### src/rtl/o_serdes_gearbox.sv
// o_serdes_gearbox: parallel-to-serial gearbox for NUM_CH bonded lanes that
// share one valid/ready handshake. Each lane owns a shift register. A single
// one-word holding register lets the next word wait while the current word is
// still shifting out, so back-to-back words stream with no idle beats.
// SDR emits one bit per lane per clock. DDR emits two bits per lane per clock.
// Optional feature: define O_SERDES_GEARBOX_BITSLIP_EN to add the BITSLIP
// input. Each BITSLIP pulse rotates every newly loaded word right by one more
// bit per lane.
module o_serdes_gearbox #(
  parameter int   WIDTH      = 4,
  parameter int   NUM_CH     = 1,
  parameter       DATA_RATE  = "SDR",
  parameter logic IDLE_VALUE = 1'b0,
  localparam int  R          = (DATA_RATE == "DDR") ? 2 : 1
) (
  input  logic                    CLK,
  input  logic                    RST,
  input  logic                    EN,
  input  logic [NUM_CH*WIDTH-1:0] D,
  input  logic                    D_VALID,
  output logic                    D_READY,
  output logic [NUM_CH*R-1:0]     Q,
  output logic                    WORD_START,
  output logic                    UNDERRUN
`ifdef O_SERDES_GEARBOX_BITSLIP_EN
  ,
  input  logic                    BITSLIP
`endif
);

  localparam int DW    = NUM_CH * WIDTH;
  localparam int QW    = NUM_CH * R;
  localparam int BEATS = WIDTH / R;
  localparam int CW    = $clog2(BEATS);
  localparam logic [CW-1:0] LAST_BEAT = CW'(BEATS - 1);

  // Reject illegal configurations at elaboration time.
  if (DATA_RATE != "SDR" && DATA_RATE != "DDR") begin : g_bad_rate
    $error("o_serdes_gearbox: DATA_RATE must be \"SDR\" or \"DDR\"");
  end
  if (DATA_RATE == "DDR" && (WIDTH % 2) != 0) begin : g_bad_ddr_width
    $error("o_serdes_gearbox: DDR requires an even WIDTH");
  end
  if (WIDTH < 3 || WIDTH > 10) begin : g_bad_width
    $error("o_serdes_gearbox: WIDTH must be 3..10");
  end
  if (NUM_CH < 1 || NUM_CH > 8) begin : g_bad_num_ch
    $error("o_serdes_gearbox: NUM_CH must be 1..8");
  end

  typedef enum logic [1:0] {IDLE, RUN, STARVED} state_t;

  state_t          state;
  logic [CW-1:0]   beat_cnt;
  logic [DW-1:0]   shifter;
  logic [DW-1:0]   hold;
  logic            hold_full;

  logic            accept;
  logic            final_beat;
  logic            load_d;
  logic            load_hold;
  logic            hold_wr;
  logic [QW-1:0]   q_beat;
  logic [DW-1:0]   shifted;
  logic [DW-1:0]   d_load;
  logic [DW-1:0]   hold_load;

`ifdef O_SERDES_GEARBOX_BITSLIP_EN
  localparam int RW = $clog2(WIDTH);
  logic [RW-1:0] rot;

  // Rotate one lane word right by n bits. Bit n of the input becomes bit 0.
  function automatic logic [WIDTH-1:0] rot_right(input logic [WIDTH-1:0] w,
                                                 input logic [RW-1:0]    n);
    logic [2*WIDTH-1:0] dbl;
    dbl = {w, w} >> n;
    return dbl[WIDTH-1:0];
  endfunction

  // Rotation counter: each BITSLIP sample taken while enabled advances it by one, modulo WIDTH.
  always_ff @(posedge CLK) begin
    if (RST) begin
      rot <= '0;
    end else if (EN && BITSLIP) begin
      rot <= (rot == RW'(WIDTH - 1)) ? '0 : rot + 1'b1;
    end
  end
`endif

  // A word is taken only when the holding slot is free, the block is enabled and it is not in reset.
  assign D_READY    = EN & ~RST & ~hold_full;
  assign accept     = D_VALID & D_READY;
  assign final_beat = (state == RUN) && (beat_cnt == LAST_BEAT);
  // The held word always wins the final-beat slot; D_READY is low whenever it is present.
  assign load_hold  = final_beat & hold_full;
  assign load_d     = accept & ((state != RUN) | final_beat);
  assign hold_wr    = accept & ~load_d;

  // Per-lane slicing: the current beat, the shifted remainder and the word that would load next.
  always_comb begin
    // NOTE: combinational blocks use blocking '=' and give every output a
    // default first, so that no path can leave a value unassigned (latch).
    q_beat    = '0;
    shifted   = '0;
    d_load    = '0;
    hold_load = '0;
    for (int c = 0; c < NUM_CH; c++) begin
      q_beat[c*R +: R]          = shifter[c*WIDTH +: R];
      shifted[c*WIDTH +: WIDTH] = shifter[c*WIDTH +: WIDTH] >> R;
`ifdef O_SERDES_GEARBOX_BITSLIP_EN
      d_load[c*WIDTH +: WIDTH]    = rot_right(D[c*WIDTH +: WIDTH], rot);
      hold_load[c*WIDTH +: WIDTH] = rot_right(hold[c*WIDTH +: WIDTH], rot);
`else
      d_load[c*WIDTH +: WIDTH]    = D[c*WIDTH +: WIDTH];
      hold_load[c*WIDTH +: WIDTH] = hold[c*WIDTH +: WIDTH];
`endif
    end
  end

  // Datapath registers: the shifter and the holding word.
  always_ff @(posedge CLK) begin
    // NOTE: these data registers are intentionally not reset. Their contents
    // mean nothing unless state/hold_full say so, and those flags are reset.
    if (EN) begin
      if (load_d) begin
        shifter <= d_load;
      end else if (load_hold) begin
        shifter <= hold_load;
      end else if (state == RUN) begin
        shifter <= shifted;
      end
      if (hold_wr) begin
        hold <= D;
      end
    end
  end

  // Control FSM plus the registered outputs Q, WORD_START and UNDERRUN.
  always_ff @(posedge CLK) begin
    // NOTE: sequential state uses non-blocking '<=' so that every register
    // samples values from before the clock edge.
    if (RST) begin
      state      <= IDLE;
      beat_cnt   <= '0;
      hold_full  <= 1'b0;
      Q          <= {QW{IDLE_VALUE}};
      WORD_START <= 1'b0;
      UNDERRUN   <= 1'b0;
    end else if (EN) begin
      if (hold_wr) begin
        hold_full <= 1'b1;
      end else if (load_hold) begin
        hold_full <= 1'b0;
      end

      case (state)
        RUN: begin
          Q          <= q_beat;
          WORD_START <= (beat_cnt == '0);
          UNDERRUN   <= 1'b0;
          if (final_beat) begin
            beat_cnt <= '0;
            if (!load_hold && !load_d) begin
              state <= STARVED;
            end
          end else begin
            beat_cnt <= beat_cnt + 1'b1;
          end
        end
        default: begin
          Q          <= {QW{IDLE_VALUE}};
          WORD_START <= 1'b0;
          UNDERRUN   <= (state == STARVED);
          if (load_d) begin
            state    <= RUN;
            beat_cnt <= '0;
          end
        end
      endcase
    end
  end

endmodule

### config.mk
export PLATFORM = sky130hd
export DESIGN_NAME = o_serdes_gearbox
export DESIGN_NICKNAME = d
export VERILOG_FILES = /design/src/rtl/o_serdes_gearbox.sv
export SDC_FILE = /design/constraint.sdc
export NUM_CORES = 1
export LEC_CHECK = 0
export BUFFER_PORTS_ARGS = -buffer_cell sky130_fd_sc_hd__buf_2
export CAP_MARGIN = 5
export CORE_MARGIN = 2
export CORE_UTILIZATION = 25
export CTS_BUF_LIST = sky130_fd_sc_hd__clkbuf_4 sky130_fd_sc_hd__clkbuf_8
export CTS_CLUSTER_DIAMETER = 120
export DETAILED_ROUTE_END_ITERATION = 10
export HOLD_SLACK_MARGIN = 0.02
export PLACE_DENSITY = 0.46
export SLEW_MARGIN = 20
export SYNTH_ARGS = -nofsm -noshare
export SYNTH_HDL_FRONTEND = slang
export SYNTH_SLANG_ARGS = --single-unit
### constraint.sdc
create_clock -name CLK -period 1.7 [get_ports CLK]
set_clock_uncertainty 0.05 [all_clocks]
set_input_delay 0.255 -clock CLK [delete_from_list [all_inputs] [get_ports CLK]]
set_output_delay 0.255 -clock CLK [all_outputs]
set_load 0.01 [all_outputs]
### Yosys cells after proc, flatten, opt, wreduce, memory -nomap -nowiden

Cells that the tools add are included.

| storage, ports and cells | value |
|---|---|
| flip-flop bits (word level) | 16 |
| bits of input ports | 8 |
| logic and storage cells | 53 |

| operators by class | value |
|---|---|
| $add $sub $neg | 1 |
| equality and inequality tests | 6 |
| mux-type cells | 15 |
| bitwise logic cells | 10 |
| reduce and logical (&&, ||, !) cells | 13 |

Operators with widths:

| operator | number |
|---|---|
| 2-bit two-way mux | 7 |
| 4-bit two-way mux | 3 |
| 2-bit AND reduction | 4 |
| 1-bit AND | 6 |
| 1-bit two-way mux | 5 |
| 2-bit == test (second input constant) | 2 |
| 2-bit by 1-bit != test with 1-bit output (second input constant) | 2 |
| 4-bit AND reduction | 1 |
| 2-bit nonzero test | 2 |
| 1-bit NOT | 3 |
| 3-bit nonzero test | 1 |
| 2-bit by 1-bit adder with 2-bit output (second input constant) | 1 |
| 2-bit by 1-bit == test with 1-bit output (second input constant) | 1 |
| 1-bit logical AND | 2 |
| 1-bit logical NOT | 2 |
| 2-bit logical NOT | 1 |
| 2-bit != test (second input constant) | 1 |
| 1-bit OR | 1 |

### Logic depth before layout (Yosys ltp)

| depth | value |
|---|---|
| depth in word-level cells | 10 |
| mapped depth | 4 |

### Worst setup path after synthesis

OpenSTA, ideal clock, no wires.

| path | value |
|---|---|
| path type | register to register |
| start | register beat_cnt[0] |
| end | register shifter[0] (data pin) |
| library setup time | 260 ps |
| arrival | 1295 ps |
| setup slack | 95 ps |
| cell stages (with the launch flop) | 5 |
| buffers on the path | 0 |
| cells stage by stage | dfxtp_1 ha_1 nand4b_1 mux2_2 mux2_4 |

| on the way | value |
|---|---|
| longest elaborated chain between the ends | 5 |

RTL lines:

| element | line | text |
|---|---|---|
| from (decl) | 54 | `logic [CW-1:0] beat_cnt;` |
| from (signal assigned) | 168 | `beat_cnt <= beat_cnt + 1'b1;` |
| 2-bit == test (*) | 94 | `assign final_beat = (state == RUN) && (beat_cnt == LAST_BEAT);` |
| 1-bit logical AND (*) | 94 |  |
| 1-bit AND or 1-bit OR (tied branches) | 96, 97 |  |
| 4-bit two-way mux or 1-bit AND (tied branches) | 128, 97 |  |
| 4-bit two-way mux (*) | 126 | `if (load_d) begin` |
| to (signal assigned) | 127 | `shifter <= d_load;` |
| to (signal assigned) | 129 | `shifter <= hold_load;` |
| to (signal assigned) | 131 | `shifter <= shifted;` |
| to (decl) | 55 | `logic [DW-1:0] shifter;` |

Mark *: on every way between the ends. The rest lies on a longest branch, timed or not.
A chain may end at the register's enable or synchronous reset.

### Worst setup path after layout

| path | value |
|---|---|
| start | register beat_cnt[1] |
| end | register shifter[0] (data pin) |

Same word-level chain as after synthesis.

==> load_flow_metrics.sql <==
INSERT INTO impl_metrics (metric_group, metric, value, unit) VALUES
('setup_path', 'crit_chain', 'ha_4, nand4b_1, mux2_2, mux2_4', ''),
('grt', 'grt_start_max_net_pins', '13', ''),
('floorplanning', 'die_area', '3380', 'sq um'),
('floorplanning', 'start_util', '26.4', '%'),
('outcome', 'run_status', 'finished, final reports clean', ''),
('flow_run', 'cap_viol_max_count', '0', ''),
('setup_path', 'worstSetupPathType', 'reg -> reg', ''),
('cts', 'source_to_sink_clock_delay_at_the_later_pin_of_the_worst_skew_pair', '0.28', 'ns'),
('synth', 'yosysTopAreaCell', 'edfxtp_1', ''),
('cts', 'tritoncts_num_sinks', '16', ''),
('grt', 'grt_antenna_before_repair', '0', ''),
('cts', 'cts.path.max_buffers', '2', ''),
('cts', 'hold_buffers', '0', ''),
('floorplanning', 'die_h', '58.2', 'um'),
('floorplanning', 'ioPinCount', '12', ''),
('placed_design', 'gp_congestion', '0.668', ''),
('timing', 'setup_viol', '0', ''),
('synth', 'synthDominantCellAreaShare', '32.8', '%'),
('grt', 'grt.total_usage', '8.94', '%'),
('grt', 'global_route_wire_length_before_repair', '2240', 'um'),
('cts', 'total_cts_buffers', '3', ''),
('layout', 'fin_nets', '95', ''),
('setup_path', 'worst_ep_required_time', '1.69', 'ns'),
('detailed_routing', 'detailed_route_wire_length_per_cell', '12.3', 'um'),
('pwr', 'power.density_cell_area', '750', 'nW/um^2'),
('timing', 'clock.fmax', '605', 'MHz'),
('synth', 'synth_area', '733', 'sq um'),
('synth', 'yosys-mux-area-fraction', '10.8', '%'),
('setup_path', 'worstPathMaxFanout', '4', ''),
('cts', 'cts_root_buf', 'clkbuf_4', ''),
('synth', 'combinational_family_with_the_most_area_after_synthesis', 'simple AND/OR/NAND/NOR gates', ''),
('pwr', 'vdd_drop_max', '0.391', 'mV'),
('synth', 'synth_compound_gate_area_share', '10.2', '%'),
('layout', 'area_delta_synth_final', '28.0', '%'),
('detailed_routing', 'drt_iter0_drc', '0', ''),
('hold_path', 'holdCritPathClass', 'in -> reg', ''),
('layout', 'post-route-cell-area', '938', 'sq um'),
('grt', 'grt_overflow_total', '0', ''),
('setup_path', 'worstPathArrival', '1.64', 'ns'),
('grt', 'first_global_vias', '531', ''),
('timing', 'worst-slew-pin-transition', '0.233', 'ns'),
('synth', 'syn_inst', '61', ''),
('floorplanning', 'row_count', '19', ''),
('timing', 'timing.final.hold_violations', '0', ''),
('synth', 'most_numerous_cell_types_in_the_synthesized_netlist', 'dfxtp_1 (8), edfxtp_1 (8), a21oi_1 (6), inv_1 (4)', ''),
('timing', 'max_slew_headroom_at_the_worst_pin', '84.3', '%'),
('detailed_routing', 'routed_wl', '1410', 'um'),
('layout', 'post_layout_nonfiller_instances', '115', ''),
('synth', 'yosys-top-cells-area', 'edfxtp_1 (33%), dfxtp_1 (22%), mux2_4 (6.1%), mux2_2 (4.6%), a21oi_1 (4.1%)', ''),
('cts', 'clk_pin_slew', '0.10', 'ns'),
('synth', 'synthesis.nets', '71', ''),
('placed_design', 'detailedPlacementHpwl', '1020', 'um'),
('timing', 'timing.final.crit_period', '1.65', 'ns'),
('synth', 'synth-simple-area-share', '18.4', '%'),
('setup_path', 'critical_path.endpoint_type', 'register', ''),
('synth', 'ys_dominant_reg_cell', 'edfxtp_1', ''),
('synth', 'yosys_register_bits', '16', ''),
('layout', 'drive_above_1_share', '40.5', '%'),
('layout', 'postLayoutCoreUtil', '33.7', '%'),
('pwr', 'overall_power_after_layout', '0.703', 'mW'),
('timing', 'slew_violations', '0', ''),
('detailed_routing', 'num_vias', '544', ''),
('detailed_routing', 'detail_route.first_pass.iterations', '1', ''),
('cts', 'h-tree-depth', '1', ''),
('synth', 'synth_xor_area_share', '0', '%'),
('cts', 'tritoncts', 'done', ''),
('synth', 'synthAdderAreaFrac', '3.41', '%'),
('setup_path', 'startpoint_type', 'register', ''),
('synth', 'synth.distinct_cells', '26', ''),
('timing', 'fin_hold_ws', '0.113', 'ns'),
('setup_path', 'critical-path-max-stage-delay', '0.37', 'ns');
==> flip-flops by register name, indices dropped and copies added (netlist names) <==
name and flops:
Q 1, UNDERRUN 1, WORD_START 1, beat_cnt 2, hold 4, hold_full 1
shifter 4, state 2
==> metrics by stage <==
step                worst slack (ns)  TNS, ns
floorplan                     0.0949        0
global placement              0.0614        0
detailed placement            0.0355        0
CTS                          0.00601        0
global route                 -0.0114  -0.0114
finish                        0.0461        0
==> report_power, final <==
group	leakage (nW)	internal (mW)	switching, mW
logic	0.226	0.0415	0.0363
registers	0.139	0.417	0.00591
clock network	0.0154	0.0851	0.118
==> layout by cell type, fill, tap and decap left out, drive strengths merged, types with 2 or more instances in the layout <==
cell type	count
a21oi	6
ha	2
dfxtp	8
nand3b	4
clkbuf	3
a211oi	2
nor3b	2
o21ai	2
buf	20
and2b	2
nor2b	2
mux2	6
edfxtp	8
nor2	2
inv	4
==> layer usage <==
metal | track usage (%) | vias up | share of wire (%)
met2 | 13.6 | 7 | 49
met5 | 0 | - | 0
met1 | 11.5 | 261 | 47
met4 | 3.99 | 0 | 0.92
met3 | 2.90 | 2 | 3.2
li1 | - | 274 | -
==> final cells by class <==
cell class | count | area (sq um)
fill | 291 | 1840
sequential | 16 | 405
multi-input combinational | 40 | 330
timing repair buffer | 20 | 123
tap | 31 | 38.8
clock buffer | 3 | 22.5
inverter | 4 | 15.0
clock inverter | 1 | 3.75
==> path summary, 6_finish.rpt <==
kind / cells after the start / slack (ns) / startpoint / end
worst max-delay path: 4 / 0.05 / beat_cnt[1]$_SDFFE_PP0P_ / shifter[0]$_DFFE_PP_
worst min-delay path: 1 / 0.11 / D[1] / hold[1]$_DFFE_PP_
worst max register to register: 4 / 0.05 / beat_cnt[1]$_SDFFE_PP0P_ / shifter[0]$_DFFE_PP_
worst min register to register: 2 / 0.42 / UNDERRUN$_SDFFE_PP0P_ / UNDERRUN$_SDFFE_PP0P_
==> worst max-delay path: cells and delay by family (launching register included) <==
family	cells	cell delay, ns
multiplexers	2	0.62
adder cells (fa/ha/maj)	1	0.17
AND/OR/NAND/NOR	1	0.21
flip-flops	1	0.37
==> kinds of logic after synthesis <==
| kind of cell | count (synthesis) |
|---|---|
| DFF | 16 |
| buffers and inverters | 5 |
| and+or+nand+nor | 19 |
| AOI/OAI and AO/OA | 13 |
| muxes | 6 |
| adders and majority gates | 2 |
==> timing repair <==
item,CTS,global route
setup buffers,0,1
setup endpoints to repair,0,7
gates resized for setup,0,6
Note: power is estimated with default switching activity, not from simulation.
